==> src/rtl/pe_pkg.sv <==
// Shared PE definitions: accumulator FSM states and default widths.
// Imported by the partial-sum accumulator and its neighbours.
package pe_pkg;

  localparam int PROD_WIDTH = 32;
  localparam int PSUM_WIDTH = 32;
  localparam int CNT_WIDTH  = 8;

  typedef enum logic [1:0] {
    IDLE,
    ACC,
    WAIT_PSUM,
    OUT
  } state_e;

endpackage

==> src/rtl/psum_accumulator.sv <==
// Partial-sum accumulator behind the PE multiplier.
// Ports:
//   clk, reset (async, active-high)
//   cfg_len, cfg_use_psum_in : per-psum configuration
//   prod_in/prod_valid       : products from the multiplier
//   psum_in/_valid/_ready    : neighbour psum input handshake
//   psum_out/_valid/_ready   : result output handshake
//   mul_den                  : hold request to the multiplier
//   busy                     : FSM not idle
module psum_accumulator #(
  parameter int PROD_WIDTH = pe_pkg::PROD_WIDTH,
  parameter int PSUM_WIDTH = pe_pkg::PSUM_WIDTH,
  parameter int CNT_WIDTH  = pe_pkg::CNT_WIDTH
) (
  input  logic                  clk,
  input  logic                  reset,
  input  logic [CNT_WIDTH-1:0]  cfg_len,
  input  logic                  cfg_use_psum_in,
  input  logic [PROD_WIDTH-1:0] prod_in,
  input  logic                  prod_valid,
  input  logic [PSUM_WIDTH-1:0] psum_in,
  input  logic                  psum_in_valid,
  output logic                  psum_in_ready,
  output logic [PSUM_WIDTH-1:0] psum_out,
  output logic                  psum_out_valid,
  input  logic                  psum_out_ready,
  output logic                  mul_den,
  output logic                  busy
);
  import pe_pkg::*;

  state_e                state_q;
  logic [PSUM_WIDTH-1:0] acc_q;
  logic [CNT_WIDTH-1:0]  cnt_q;
  logic [CNT_WIDTH-1:0]  len_q;
  logic                  use_q;

  logic [PSUM_WIDTH-1:0] prod_ext;
  logic [CNT_WIDTH-1:0]  len_d;
  logic [CNT_WIDTH-1:0]  cnt_inc;

  // Size cast zero-extends or drops upper product bits as needed.
  assign prod_ext = PSUM_WIDTH'(prod_in);
  assign len_d    = (cfg_len == '0) ? CNT_WIDTH'(1) : cfg_len;
  assign cnt_inc  = cnt_q + CNT_WIDTH'(1);

  always_ff @(posedge clk or posedge reset) begin
    if (reset) begin
      state_q <= IDLE;
      acc_q   <= '0;
      cnt_q   <= '0;
      len_q   <= '0;
      use_q   <= 1'b0;
    end else begin
      unique case (state_q)
        IDLE: begin
          if (prod_valid) begin
            acc_q <= prod_ext;
            cnt_q <= CNT_WIDTH'(1);
            len_q <= len_d;
            use_q <= cfg_use_psum_in;
            if (len_d == CNT_WIDTH'(1))
              state_q <= cfg_use_psum_in ? WAIT_PSUM : OUT;
            else
              state_q <= ACC;
          end
        end
        ACC: begin
          if (prod_valid) begin
            acc_q <= acc_q + prod_ext;
            cnt_q <= cnt_inc;
            if (cnt_inc == len_q)
              state_q <= use_q ? WAIT_PSUM : OUT;
          end
        end
        WAIT_PSUM: begin
          if (psum_in_valid) begin
            acc_q   <= acc_q + psum_in;
            state_q <= OUT;
          end
        end
        OUT: begin
          if (psum_out_ready) begin
            acc_q   <= '0;
            cnt_q   <= '0;
            state_q <= IDLE;
          end
        end
        default: state_q <= IDLE;
      endcase
    end
  end

  // Outputs decode the state register directly, so mul_den rises in
  // the same cycle WAIT_PSUM/OUT is entered.
  assign psum_in_ready  = (state_q == WAIT_PSUM);
  assign psum_out_valid = (state_q == OUT);
  assign psum_out       = acc_q;
  assign mul_den        = (state_q == WAIT_PSUM) || (state_q == OUT);
  assign busy           = (state_q != IDLE);

endmodule
==> config.mk <==
export PLATFORM = sky130hd
export DESIGN_NAME = psum_accumulator
export DESIGN_NICKNAME = d
export VERILOG_FILES = /design/src/rtl/pe_pkg.sv /design/src/rtl/psum_accumulator.sv
export SDC_FILE = /design/constraint.sdc
export NUM_CORES = 1
export LEC_CHECK = 0
export BUFFER_PORTS_ARGS = -buffer_cell sky130_fd_sc_hd__buf_2
export CAP_MARGIN = 20
export CORE_AREA = 2 2 138 140
export CTS_BUF_LIST = sky130_fd_sc_hd__clkbuf_4
export DETAILED_ROUTE_END_ITERATION = 8
export DIE_AREA = 0 0 140 142
export PLACE_DENSITY = 0.52
export SYNTH_ARGS = -nofsm -noshare
export SYNTH_HDL_FRONTEND = slang
export SYNTH_SLANG_ARGS = --single-unit
==> constraint.sdc <==
create_clock -name clk -period 9.4 [get_ports clk]
set_input_delay 2.82 -clock clk [delete_from_list [all_inputs] [get_ports clk]]
set_output_delay 2.82 -clock clk [all_outputs]
set_load 0.05 [all_outputs]
==> flow_summary.ini <==
[setup_path]
arrival_ns = 5.36
r2r-start = state_q[0]
cp-end-kind = register
crit_type = in -> reg
crit_path_start = prod_in[0]
reg2reg_setup_slack_ns = 5.47
worstPathRequired_ns = 9.74
crit_fanout = 4
path_cells = buf_2, mux2_2, ha_1, inv_1, fa_1, nand2b_1, a211oi_1, nor3_2, a2111oi_0, nor2_1, nor4b_1, o31ai_1
cp-start-kind = input pin
cpLargestDelayFamily = simple AND/OR/NAND/NOR gates
cp_slowest_stage_delay_ns = 0.47
cpMaxStageDelayCell = a2111oi_0
crit_buf_inv = 2

[cts]
clk_path_buf_depth = 2
cts_resized = 0
cts.sinks = 51
clk_latency_ns = 0.43
cts_tree = built
htree_levels = 2
cts-root-buf = clkbuf_4
post_cts_buffers = 0
cts_buffers = 5
clkTransAtPathRegs_ns = 0.17
ctsHoldBuffers = 0

[global_route]
antenna_found_initial = 1
grt_use_met3 = 0.02456
grt_pass1_vias = 4442
global_route.usage.met2 = 0.2530
overflow = 0
grtUsageTotal = 0.1519
grt_pass1_wl_microns = 23860
grt_use_met1 = 0.2071
grt_max_degree = 52
grt_busiest_layer = met2

[detailed_routing]
postRouteAntennaNets = 0
drc = 4
vias_per_cell = 4.971
wirelength_microns = 14880
drtIter0Drc = 235
wire_per_inst_microns = 16.24
via_count = 4553
first_pass_iters = 7

[yosys]
synth_cell_types = 63
syn_inst = 578
syn_area_sq_um = 4872
synth_edf_count = 0
ys_seq_elements = 51
syn-num-nets = 702
synthFlopType = dfrtp_1
ys_async_sr_fraction = 1.000
yosysWarnings = 0
synth-seq-area-share = 0.2619
syn_area_per_cell_sq_um = 8.429

[placed_design]
pre_cts_ws_ns = 3.925
routabilityCongestion = 0.8299
io_buffers = 113
hpwl_microns = 11230
placed_area_sq_um = 5675

[sta]
slew_headroom = 0.3479
hold_viol_final = 0
clock.fmax_mhz = 198.9
fin_skew_ns = 0.02292
fin_crit_ns = 5.029
slew_violations = 0
setup_slack_ns = 4.371
setup_viol = 0
min_period_over_period = 0.5350
rsz0062_at_grt = false
fin_tns_setup_ns = 0
worst_slew_pin_slew_ns = 0.9782
whs_ns = 0.5249

[layout]
final_util = 0.3105
final_common_cell = buf_2
final_area_sq_um = 5731
syn2layout_area_growth_pct = 17.62
final_cell_mix = buf_2 (113), nand2_1 (64), nor2_1 (55)
nFillCells = 2002
nNetsFinal = 804
drive_above_1_share = 0.2717

[hold_path]
min_from = cnt_q[7]
min_path_type = reg -> reg

[power]
leakage_uw = 0.002648
ir_worst_vdd_mv = 0.1470
p_per_area_nw_per_um2 = 421.1

[status]
status = complete, but fails checks
violations = design-rule violations

[floorplan]
rows = 50
die-height_microns = 142
dieArea_sq_um = 19880
core_area_sq_um = 18460
die_x_microns = 140
ioPinCount = 114
initial_core_util = 0.2640

[job]
maxCapViolations = 0
-- area by class of cell --
type,instances,area (sq um),share of cell area
sequential,51,1276,0.2227
multi-input combinational,484,3425,0.5976
antenna,1,2.502,0.0004367
tap,234,292.8,0.05109
clock buffer,6,45.04,0.007860
clock inverter,2,7.507,0.001310
inverter,19,71.32,0.01245
timing repair buffer,119,610.6,0.1066
-- power by group --
part	total (uW)	internal [uW]	switching (uW)
combinational	1890	669	1220
sequential	411	322	88.5
clock	114	30.8	83.7
total	2410	1020	1390
-- worst reg2reg max path, stage by stage (launching register included) --
cell and delay [ns]:
dfrtp_1 0.43, inv_1 0.15, ha_2 0.23, buf_4 0.44, mux2_2 0.27, ha_1 0.16, inv_1 0.06, fa_1 0.39
nand2b_1 0.20, a211oi_1 0.27, nor3_2 0.12, a2111oi_0 0.47, nor2_1 0.20, nor4b_1 0.34, o31ai_1 0.12
-- routing by layer --
layer,wire length (microns),share of wire,vias up
li1,-,-,2315
met1,7206,0.48,2127
met2,6966,0.47,103
met3,556,0.037,8
met4,150,0.010,0
met5,0,0,-
-- logic make-up (layout without fill, tap and decap cells) --
kind of cell / count (synthesis) / in the layout / synth area share
compound gates: 164 / 164 / 0.2314
xor+xnor: 29 / 29 / 0.05213
fa+ha+maj: 46 / 46 / 0.1197
buf+inv: 43 / 146 / 0.03647
flops: 51 / 51 / 0.2619
mux: 46 / 46 / 0.1045
other cells: 0 / 1 / 0
simple gates: 199 / 199 / 0.1939
-- Yosys cell counts, types with 3 or more instances --
master,instances,area [sq um]
xnor2_1,18,157.7
a21oi_1,48,240.2
nand4_1,7,43.79
o22ai_1,3,18.77
o21a_1,4,30.03
and3_1,12,75.07
inv_1,19,71.32
nand2b_1,6,37.54
or3_1,5,31.28
mux2_2,39,439.2
o21bai_1,6,45.04
buf_1,3,11.26
clkbuf_1,15,56.30
o311a_1,3,30.03
a221oi_1,12,105.1
o31ai_1,9,67.56
o21ai_1,15,75.07
xor2_1,11,96.34
a21o_1,10,75.07
nor2_1,55,206.5
o211ai_1,4,30.03
dfrtp_1,51,1276
a211oi_1,5,37.54
nor2b_1,10,62.56
nor3_1,7,35.03
ha_1,45,563.0
mux2i_1,7,70.07
buf_2,4,20.02
nor3_2,3,30.03
o21ai_0,21,105.1
nand2_1,64,240.2
nand3_1,16,80.08
-- final timing paths --
path / endpoint / cells past startpoint
min in group asynchronous: psum_out[5] / 3
worst max-delay path: psum_out[28] / 12
worst max register to register: psum_out[28] / 14
worst min-delay path: cnt_q[7] / 1
worst min register to register: cnt_q[7] / 1
max in group asynchronous: cnt_q[7] / 3
-- state kept, by name, indices dropped and copies added (netlist names) --
signal,cells
use_q,1
cnt_q,8
psum_out,32
len_q,8
state_q,2
-- through the flow --
step                total power [uW]  cells
finish                          2413    916
global route                    2640    916
CTS                             2434    915
detailed placement              2309    907
global placement                2305    907
floorplan                       1862    578
Power figures use the tool's default switching activity.
